--- config.mk ---
export PLATFORM = sky130hd
export DESIGN_NAME = or_event_latch
export DESIGN_NICKNAME = d
export VERILOG_FILES = /design/src/rtl/or_event_latch.sv
export SDC_FILE = /design/constraint.sdc
export NUM_CORES = 1
export LEC_CHECK = 0
export ABC_CLOCK_PERIOD_IN_PS = 3620
export CAP_MARGIN = 20
export CELL_PAD_IN_SITES_DETAIL_PLACEMENT = 2
export CELL_PAD_IN_SITES_GLOBAL_PLACEMENT = 2
export CORE_UTILIZATION = 27
export DETAILED_ROUTE_END_ITERATION = 16
export PLACE_DENSITY_LB_ADDON = 0.1
export SYNTH_ARGS = -nofsm -noshare
export SYNTH_HDL_FRONTEND = slang
export SYNTH_SLANG_ARGS = --single-unit
--- constraint.sdc ---
create_clock -name clk_i -period 3.62 [get_ports clk_i]
set_clock_uncertainty 0.15 [all_clocks]
set_input_delay 0.362 -clock clk_i [delete_from_list [all_inputs] [get_ports clk_i]]
set_output_delay 0.362 -clock clk_i [all_outputs]
set_load 0.01 [all_outputs]
--- src/rtl/or_event_latch.sv ---
// Sticky event latch: registers the OR of the request lines, accumulates requests into
// a pending register and presents the lowest pending event for one-at-a-time consumption.
module or_event_latch #(
   parameter int WIDTH = 16,
   parameter int IDX_W = 4,
   parameter bit EDGE  = 1'b1
) (
   input  logic               clk_i,
   input  logic               rst_i,
   input  logic [WIDTH-1:0]   in_i,
   input  logic               ack_i,
   input  logic               clr_all_i,
   output logic               any_o,
   output logic [WIDTH-1:0]   pending_o,
   output logic               valid_o,
   output logic [IDX_W-1:0]   idx_o,
   output logic [IDX_W:0]     count_o
);

   logic [WIDTH-1:0] in_q;
   logic [WIDTH-1:0] pending_q, pending_d;
   logic             any_q, any_d;
   logic [WIDTH-1:0] set_v;
   logic [WIDTH-1:0] clr_v;
   logic             valid_v;
   logic [IDX_W-1:0] idx_v;
   logic [IDX_W:0]   count_v;

   // Status is derived from pending_q only, so outputs never glitch with the inputs.
   always_comb begin
      valid_v = |pending_q;
      idx_v   = '0;
      count_v = '0;
      for (int i = WIDTH - 1; i >= 0; i--) begin
         if (pending_q[i]) begin
            idx_v = IDX_W'(i);
         end
      end
      for (int i = 0; i < WIDTH; i++) begin
         count_v = count_v + (IDX_W + 1)'(pending_q[i]);
      end
   end

   always_comb begin
      set_v = EDGE ? (in_i & ~in_q) : in_i;
      clr_v = '0;
      if (ack_i && valid_v) begin
         clr_v[idx_v] = 1'b1;
      end
      any_d = |in_i;
      // A bit acked and newly set in the same cycle stays set.
      if (clr_all_i) begin
         pending_d = '0;
      end else begin
         pending_d = (pending_q & ~clr_v) | set_v;
      end
   end

   always_ff @(posedge clk_i or posedge rst_i) begin
      if (rst_i) begin
         in_q      <= '0;
         any_q     <= 1'b0;
         pending_q <= '0;
      end else begin
         in_q      <= in_i;
         any_q     <= any_d;
         pending_q <= pending_d;
      end
   end

   assign any_o     = any_q;
   assign pending_o = pending_q;
   assign valid_o   = valid_v;
   assign idx_o     = idx_v;
   assign count_o   = count_v;

endmodule

==> results.toml <==
[timing]
fmax_ghz = 0.2377
hold_viol = 0
grt_setup_unrepaired = "yes"
setup_viol = 5
final.setup.worst_slack_ns = -0.5878
finalMaxSlewViolations = 0
fin_setup_tns_ns = -2.333
worst_slew_pin_slew_ns = 0.5156
timing.final.crit_share = 1.162
max-slew-margin-rel = 0.6552
period_needed_ns = 4.208

[die]
num_io_pins = 47
initial_core_util = 0.2859
die_w_um = 84.93
die_area_sq_um = 7212
coreArea_sq_um = 6495
die_y_um = 84.93
fp-row-count = 29

[clock_tree]
clock_latency_ns = 0.29
path_clk_slew_ns = 0.07
numCtsBuffers = 5
cts.path.max_buffers = 2
clockRootBuffer = "clkbuf_8"
cts_hold_buf = 0
cts_tree = "yes"
cts_sinks = 33
cts_max_level = 2

[finish]
layout_commonest_cell = "clkdlybuf4s50_1"
syn_to_final_growth_pct = 45.08
layout.nets = 288
final_area_sq_um = 2694
drive_gt1_frac = 0.2213
diodes = 0
final_cell_mix = "41 x clkdlybuf4s50_1, 28 x dfrtp_1, 19 x a21oi_1"
fill_cells = 695

[setup_path]
worstPathArrival_ns = 3.70
slowest_stage = "fa_1"
worstPathMaxFanout = 2
critPathLaunchType = "flip-flop"
crit_type = "reg2out"
cpPeakStageDelay_ns = 0.55
crit_chain = "fa_1, inv_2, fa_2, fa_1, fa_2, inv_2, ha_4, inv_2, fa_2, nor2b_1, o21a_1, buf_2"
worstSetupEndpointType = "output port"
cp.required_ns = 3.11

[min_path]
hp-class = "reg2reg"

[detailed_routing]
wl_per_cell_um = 19.29
vias = 1627
route.detailed.drc = 3
drt_pre_antenna_iters = 12
vias_per_cell = 4.930
drtIter0Drc = 40
wirelength_um = 6367
ant_nets = 0

[run_status]
status = "finished with violations"
violations = "design-rule violations, negative setup slack"

[synth]
avgSynthCellArea_sq_um = 10.20
synthTopCellsByArea = "dfrtp_1 44%, fa_1 11%, a21oi_1 5.4%, inv_1 4.9%, ha_1 4.0%"
yosysTopAreaCell = "dfrtp_1"
yosys_warnings = 0
syn_inst = 182
synth_cell_types = 37
ys_seq_elements = 33
synth_area_sq_um = 1857
seq_area_frac_synth = 0.4447
syn-num-nets = 218
synth_top_area_frac = 0.4447

[global_routing]
grt_max_degree = 34
grt_pass1_wl_um = 10470
grt_use_total = 0.1931
grt_overflow = 0
grt_pass1_vias = 1936
antenna_found_initial = 0

[pwr]
ir_worst_vdd_mv = 0.2446
powerDensity_nw_per_um2 = 531.7
p_leak_uw = 0.001169

[job]
max_cap_viol_count = 0

[place]
hpwl_um = 5158
routabilityCongestion = 0.7909
dpl-instance-area_sq_um = 2557
port_buffers = 46
==> routing by layer <==
layer / GRT usage / share of wire / vias to the layer above
li1: - / - / 772
met1: 0.2212 / 0.41 / 807
met2: 0.3651 / 0.54 / 36
met3: 0.02529 / 0.024 / 12
met4: 0.07242 / 0.022 / 0
met5: 0 / 0 / -
==> state kept, by name, indices dropped and copies added (netlist names) <==
| register | flops |
|---|---|
| in_q | 16 |
| pending_o | 16 |
| any_o | 1 |
==> critical path: cells and delay by family, from the launching register on <==
family,cells,cell delay (ns)
compound gates,1,0.11
fa+ha+maj,6,2.49
buf+inv,4,0.27
flops,1,0.42
simple gates,1,0.12
==> cell families after synthesis <==
family / share of synthesized area
adders and majority gates: 0.1482
DFF: 0.4447
xor gates and xnor gates: 0.009436
and+or+nand+nor: 0.1664
buffers and inverters: 0.05256
muxes: 0.005391
AOI/OAI and AO/OA: 0.1732
==> path summary, 6_finish.rpt <==
check,slack [ns],from,cells past startpoint,end
hold reg to reg,0.31,in_q[15]$_DFF_PP0_,1,pending_o[15]$_DFF_PP0_
min in group asynchronous,0.32,rst_i,3,in_q[7]$_DFF_PP0_
setup / recovery,-0.59,pending_o[0]$_DFF_PP0_,12,count_o[4]
hold / removal,0.31,in_q[15]$_DFF_PP0_,1,pending_o[15]$_DFF_PP0_
setup reg to reg,1.00,pending_o[0]$_DFF_PP0_,8,pending_o[13]$_DFF_PP0_
max in group asynchronous,2.68,rst_i,3,pending_o[7]$_DFF_PP0_
==> repair_timing <==
action | CTS | global route
gates cloned | 0 | 0
setup buffers | 1 | 0
gates resized for setup | 30 | 1
pin swaps | 13 | 12
endpoints found under the setup margin | 5 | 5
==> metrics by stage <==
| step | instances | utilization | hold slack [ns] | power, uW | setup slack [ns] |
|---|---|---|---|---|---|
| 3_5_place_dp | 321 | 0.3938 | 0.3020 | 1048 | -0.7303 |
| 2_1_floorplan | 182 | - | 0.2434 | 744.5 | -0.1325 |
| 6_report | 330 | 0.4148 | 0.3068 | 1432 | -0.5878 |
| 3_3_place_gp | 321 | 0.3938 | 0.2952 | 1020 | -0.6006 |
| 4_1_cts | 330 | 0.4144 | 0.3113 | 1451 | -0.6355 |
| 5_1_grt | 330 | 0.4148 | 0.3219 | 1531 | -0.7385 |
==> power breakdown <==
part,internal [uW],switching [uW],total [uW]
registers,392,16.3,409
clock network,224,135,359
logic,330,334,665
==> layout make-up <==
| type | instances | area, sq um | share of cell area |
|---|---|---|---|
| repair buffers | 64 | 583.1 | 0.2164 |
| well taps | 77 | 96.34 | 0.03576 |
| multi-input cells | 123 | 972.2 | 0.3609 |
| clock buffers | 7 | 86.33 | 0.03205 |
| inverters | 25 | 93.84 | 0.03484 |
| flip-flops and latches | 33 | 832.0 | 0.3089 |
| clock inverters | 1 | 30.03 | 0.01115 |
==> synth_stat cells (all sizes together) <==
| library cell | instances |
|---|---|
| a211o | 1 |
| a21o | 2 |
| or3 | 1 |
| fa | 10 |
| or2 | 1 |
| o21a | 3 |
| o21ai | 12 |
| nor2b | 6 |
| mux2i | 1 |
| o31ai | 2 |
| nand2 | 6 |
| nor2 | 9 |
| nand3 | 2 |
| clkbuf | 1 |
| a211oi | 1 |
| nor3 | 3 |
| a221o | 2 |
| a31oi | 1 |
| o31a | 1 |
| nand4 | 4 |
| nor3b | 1 |
| xnor2 | 2 |
| ha | 6 |
| dfrtp | 33 |
| or4 | 1 |
| a2111o | 2 |
| a21oi | 22 |
| nor4 | 7 |
| nand2b | 12 |
| inv | 25 |
| o32ai | 2 |
No activity file was read; power rests on OpenSTA's default activity.
